`src/rtl/pipe_seg_pkg.sv`:
```
// Shared encodings and defaults for the pipe_seg pipeline segment register.
// Occupancy of the skid variant is read directly from the state encoding.
package pipe_seg_pkg;

   typedef enum logic [1:0] {
      PS_EMPTY = 2'd0,
      PS_ONE   = 2'd1,
      PS_TWO   = 2'd2
   } ps_state_t;

   localparam int PS_DEF_WIDTH = 32;

   function automatic logic [1:0] ps_occupancy(input ps_state_t s);
      return logic'(s == PS_TWO) ? 2'd2 : ((s == PS_ONE) ? 2'd1 : 2'd0);
   endfunction

endpackage

```
`src/rtl/sat_counter.sv`:
```
// Saturating event counter; holds at all-ones instead of wrapping.
// Generic so it can back any performance counter, not only back-pressure.
module sat_counter #(
   parameter int CNT_W = 16
) (
   input  logic             clk,
   input  logic             resetn,
   input  logic             inc,
   output logic [CNT_W-1:0] value
);

   function automatic logic [CNT_W-1:0] sat_inc(input logic [CNT_W-1:0] v);
      return (&v) ? v : v + CNT_W'(1);
   endfunction

   always_ff @(posedge clk or negedge resetn) begin
      if (!resetn) begin
         value <= '0;
      end else if (inc) begin
         value <= sat_inc(value);
      end
   end

endmodule

```
`src/rtl/pipe_seg.sv`:
```
// Valid/ready pipeline segment register with optional registered-ready skid entry,
// flush that drops every held beat, and a saturating back-pressure counter.
module pipe_seg
   import pipe_seg_pkg::*;
#(
   parameter int WIDTH = PS_DEF_WIDTH,
   parameter int SKID  = 0,
   parameter int CNT_W = 16
) (
   input  logic             clk,
   input  logic             resetn,
   input  logic             flush,
   input  logic             in_valid,
   output logic             in_ready,
   input  logic [WIDTH-1:0] in_data,
   output logic             out_valid,
   input  logic             out_ready,
   output logic [WIDTH-1:0] out_data,
   output logic [1:0]       occupancy,
   output logic [CNT_W-1:0] bp_cnt
);

   logic in_fire;
   logic out_fire;
   logic bp_inc;

   assign in_fire  = in_valid & in_ready;
   assign out_fire = out_valid & out_ready;
   assign bp_inc   = out_valid & ~out_ready;

   generate
      if (SKID == 0) begin : g_single
         logic             vld_p0;
         logic [WIDTH-1:0] main_p0;

         // stage 0: single entry, ready looks through to out_ready
         always_ff @(posedge clk or negedge resetn) begin
            if (!resetn) begin
               vld_p0  <= 1'b0;
               main_p0 <= '0;
            end else if (flush) begin
               vld_p0  <= 1'b0;
               main_p0 <= '0;
            end else if (in_fire) begin
               vld_p0  <= 1'b1;
               main_p0 <= in_data;
            end else if (out_fire) begin
               vld_p0  <= 1'b0;
               main_p0 <= '0;
            end
         end

         assign in_ready  = ~vld_p0 | out_ready;
         assign out_valid = vld_p0;
         assign out_data  = main_p0;
         assign occupancy = {1'b0, vld_p0};
      end else begin : g_skid
         ps_state_t        state;
         ps_state_t        state_nxt;
         logic             full_p0;
         logic [WIDTH-1:0] main_p0;
         logic [WIDTH-1:0] main_nxt;
         logic [WIDTH-1:0] skid_p0;
         logic [WIDTH-1:0] skid_nxt;

         // stage 0: main + skid entries; full_p0 keeps out_ready off the in_ready path
         always_ff @(posedge clk or negedge resetn) begin
            if (!resetn) begin
               state   <= PS_EMPTY;
               full_p0 <= 1'b0;
               main_p0 <= '0;
               skid_p0 <= '0;
            end else begin
               state   <= state_nxt;
               full_p0 <= (state_nxt == PS_TWO);
               main_p0 <= main_nxt;
               skid_p0 <= skid_nxt;
            end
         end

         always_comb begin
            state_nxt = state;
            main_nxt  = main_p0;
            skid_nxt  = skid_p0;
            if (flush) begin
               state_nxt = PS_EMPTY;
               main_nxt  = '0;
               skid_nxt  = '0;
            end else begin
               case (state)
                  PS_EMPTY: begin
                     if (in_fire) begin
                        state_nxt = PS_ONE;
                        main_nxt  = in_data;
                     end
                  end
                  PS_ONE: begin
                     if (in_fire && out_fire) begin
                        main_nxt = in_data;
                     end else if (in_fire) begin
                        state_nxt = PS_TWO;
                        skid_nxt  = in_data;
                     end else if (out_fire) begin
                        state_nxt = PS_EMPTY;
                        main_nxt  = '0;
                     end
                  end
                  PS_TWO: begin
                     if (out_fire) begin
                        state_nxt = PS_ONE;
                        main_nxt  = skid_p0;
                        skid_nxt  = '0;
                     end
                  end
                  default: begin
                     state_nxt = PS_EMPTY;
                     main_nxt  = '0;
                     skid_nxt  = '0;
                  end
               endcase
            end
         end

         assign in_ready  = ~full_p0;
         assign out_valid = (state != PS_EMPTY);
         assign out_data  = main_p0;
         assign occupancy = ps_occupancy(state);
      end
   endgenerate

   sat_counter #(.CNT_W(CNT_W)) u_bp_cnt (
      .clk    (clk),
      .resetn (resetn),
      .inc    (bp_inc),
      .value  (bp_cnt)
   );

endmodule

```
`config.mk`:
```
export PLATFORM = sky130hd
export DESIGN_NAME = pipe_seg
export DESIGN_NICKNAME = d
export VERILOG_FILES = /design/src/rtl/pipe_seg_pkg.sv /design/src/rtl/sat_counter.sv /design/src/rtl/pipe_seg.sv
export SDC_FILE = /design/constraint.sdc
export NUM_CORES = 1
export LEC_CHECK = 0
export CAP_MARGIN = 20
export CORE_MARGIN = 3
export CORE_UTILIZATION = 50
export CTS_CLUSTER_SIZE = 25
export DETAILED_ROUTE_END_ITERATION = 7
export GPL_ROUTABILITY_DRIVEN = 0
export GPL_TIMING_DRIVEN = 0
export HOLD_SLACK_MARGIN = 0.06
export PLACE_DENSITY = 0.86
export SETUP_SLACK_MARGIN = 0.5
export SLEW_MARGIN = 20
export SYNTH_ARGS = -nofsm -noshare
export SYNTH_HDL_FRONTEND = slang
export SYNTH_HIERARCHICAL = 1
export SYNTH_SLANG_ARGS = --single-unit
```
`constraint.sdc`:
```
create_clock -name clk -period 4.4 [get_ports clk]
set_input_delay 0.66 -clock clk [delete_from_list [all_inputs] [get_ports clk]]
set_output_delay 0.66 -clock clk [all_outputs]
set_load 0.02 [all_outputs]
```
==> impl_metrics.csv <==
group,metric,value,unit
final_layout,nets,361,
final_layout,finish.utilization,72.9,%
worst_setup_path,slowest_stage,"clkdlybuf4s50_1",
worst_hold_path,hp-class,"in -> async",
worst_setup_path,crit_start,"out_ready",
clock_network,cts.sinks,49,
worst_setup_path,path_max_fanout,16,
clock_network,clk_latency,0.30,ns
timing,fmax,350,MHz
final_layout,drive_above_1_share,20.1,%
drt,wire_per_inst,15.7,um
yosys,ys_async_sr_fraction,100,%
clock_network,path_clk_slew,0.09,ns
yosys,synth_nets,267,
yosys,ys.flop_type,"dfrtp_1",
placement,place_hpwl,4550,um
worst_setup_path,cp-start-kind,"primary input",
yosys,ys_top_cells_by_count,"nand2b_1, dfrtp_1, o32ai_2, xor2_1",
worst_setup_path,crit_type,"in -> out",
drt,drt_first_pass_iters,4,
yosys,synth_top_area_share,44.7,%
clock_network,cts_tree,"yes",
grt,grt_overflow,0,
floorplanning,row_count,26,
yosys,yosysUniqueCellTypes,35,
clock_network,postCtsSetupBuffers,0,
yosys,postSynthCellCount,229,
floorplanning,start_util,52.7,%
placement,io_buffers,86,
grt,grt_max_degree,33,
floorplanning,die_y,80.1,um
yosys,ys_seq_elements,49,
timing,setup_viol,0,
floorplanning,die_w,80.1,um
drt,remaining_drc_errors,0,
yosys,synth_top_area_cell,"dfrtp_1",
job,cap_violations,0,
drt,drt_iter0_drc,77,
drt,vias_per_cell,5.38,
clock_network,clk_path_buf_depth,2,
clock_network,cts-root-buf,"clkbuf_8",
drt,routed_wl,6200,um
worst_setup_path,path_buf_inv,5,
drt,postRouteAntennaNets,0,
power_and_ir_drop,vdd_ir_drop_max,280,uV
final_layout,diodes,0,
timing,fin_crit_sh,64.8,%
power_and_ir_drop,p_leak,1.53,nW
timing,setup_tns,0,ns
yosys,synth_edf_count,0,
timing,fin_crit,2.85,ns
timing,hold_viol_final,0,
timing,fin_ws,1.55,ns
timing,clock_skew,0.00324,ns
power_and_ir_drop,powerDensity,297,nW/um^2
worst_setup_path,worstPathCellList,"clkdlybuf4s50_1, nor2b_4, buf_6, buf_8, inv_2, clkdlybuf4s50_1",
worst_setup_path,rr_startpoint,"out_valid",
yosys,synth_seq_area_share,44.7,%
final_layout,final_area,3790,um^2
clock_network,ctsHoldBuffers,0,
clock_network,cts_buffers,5,
grt,grt_use_total,20.3,%
worst_setup_path,cp-end-kind,"primary output",
timing,slew_violations,0,
worst_setup_path,arrival,2.19,ns
worst_setup_path,rrSetupSlack,2.44,ns
yosys,syn_area_per_cell,12.0,um^2
clock_network,ctsResizeCount,0,
yosys,netlist_area,2750,um^2
worst_setup_path,max_stage_delay,0.60,ns
worst_setup_path,crit_top_cell,"clkdlybuf4s50_1",
worst_setup_path,cp.required,3.74,ns
floorplanning,core-area,5200,um^2
final_layout,fillers,397,
drt,vias,2119,
clock_network,htreeDepth,2,
yosys,yosysMostFrequentCell,"nand2b_1",
floorplanning,ioPinCount,89,
run_status,outcome,"finished clean",
placement,dp_slack,1.54,ns
yosys,synth.top_cells.by_area,"dfrtp_1, o32ai_2, nand2b_1",
grt,grt_pass1_wl,10200,um
timing,grt_setup_unrepaired,"no",
placement,placed_area,3710,um^2
final_layout,syn_to_final_growth,38.1,%
floorplanning,die-area,6420,um^2
worst_setup_path,crit_family,"buffers and inverters",
yosys,yosysWarnings,6,
grt,antenna_found_initial,0,
grt,grt_pass1_vias,2111,
-- worst register-to-register path: stages (launching register included) --
cell and delay [ns]:
dfrtp_1 0.44, nor2b_4 0.18, buf_6 0.14, buf_8 0.17
and3_2 0.19, nand3_1 0.24, nor4_2 0.35, xor2_1 0.18
-- report_power, final --
group          switching, mW  leakage (nW)  internal [mW]  total, mW
combinational          0.153         0.833          0.167      0.321
clock                  0.152        0.0385          0.113      0.265
sequential            0.0496         0.656          0.491      0.540
total                  0.355          1.53          0.771       1.13
-- final timing paths --
check | endpoint | depth (start not counted)
max | in_ready | 6
min | out_data[27] | 1
max reg2reg | u_bp_cnt/value[15] | 7
min reg2reg | u_bp_cnt/value[15] | 1
max in group asynchronous | out_data[17] | 2
min in group clk | u_bp_cnt/value[15] | 1
-- state kept, by name (all words and copies together) (netlist names) --
signal	count
out_data	32
u_bp_cnt/value	16
out_valid	1
-- cell families after synthesis --
| logic type | after synthesis | share of synthesized area [%] |
|---|---|---|
| AND/OR/NAND/NOR | 102 | 24.4 |
| flip-flops | 49 | 44.7 |
| AO/OA/AOI/OAI | 37 | 19.0 |
| buffers and inverters | 23 | 5.65 |
| XOR/XNOR | 11 | 3.51 |
| multiplexers | 5 | 2.19 |
| adder cells (fa/ha/maj) | 1 | 0.456 |
| other | 1 | 0.137 |
-- layer usage --
layer	vias to the layer above	share of wire [%]	routed length, um	GRT usage (%)
met4	0	1.1	70	6.08
met1	1052	45	2760	27.1
met3	5	5.4	334	4.48
li1	1007	-	-	-
met2	55	49	3030	33.1
met5	-	0	0	0
-- stage by stage --
step	total power, mW	std cells	hold WS (ns)
detailed placement	0.872	386	0.523
CTS	1.14	394	0.287
global route	1.19	394	0.312
global placement	0.863	385	0.520
finish	1.13	394	0.281
floorplan	0.713	229	0.364
-- cell type report --
type / instances / area [um^2] / area share (%)
multi-input combinational: 157 / 1360 / 36.0
sequential: 49 / 1230 / 32.3
timing repair buffer: 87 / 876 / 23.1
buffer: 20 / 144 / 3.79
tap: 70 / 87.6 / 2.31
clock buffer: 7 / 76.3 / 2.01
inverter: 3 / 11.3 / 0.297
clock inverter: 1 / 7.51 / 0.198
-- cell usage in the layout, fill, tap and decap left out, drive strengths merged --
| master | synthesis | final |
|---|---|---|
| conb | 1 | 1 |
| o32ai | 32 | 32 |
| nand2 | 4 | 4 |
| inv | 3 | 3 |
| mux2 | 5 | 5 |
| o21ai | 2 | 2 |
| nor3 | 5 | 5 |
| nor3b | 1 | 1 |
| o211ai | 1 | 1 |
| clkdlybuf4s50 | 0 | 85 |
| xor2 | 8 | 8 |
| and3 | 1 | 1 |
| dfrtp | 49 | 49 |
| clkbuf | 6 | 13 |
| xnor2 | 3 | 3 |
| nand4 | 6 | 6 |
| nand3 | 6 | 6 |
| nand2b | 66 | 66 |
| ha | 1 | 1 |
| nor2b | 1 | 1 |
| nor4 | 3 | 3 |
| or2 | 1 | 1 |
| and4 | 2 | 2 |
| clkinvlp | 0 | 1 |
| nor2 | 6 | 6 |
| buf | 14 | 16 |
| a21oi | 2 | 2 |
Power figures use the tool's default switching activity.
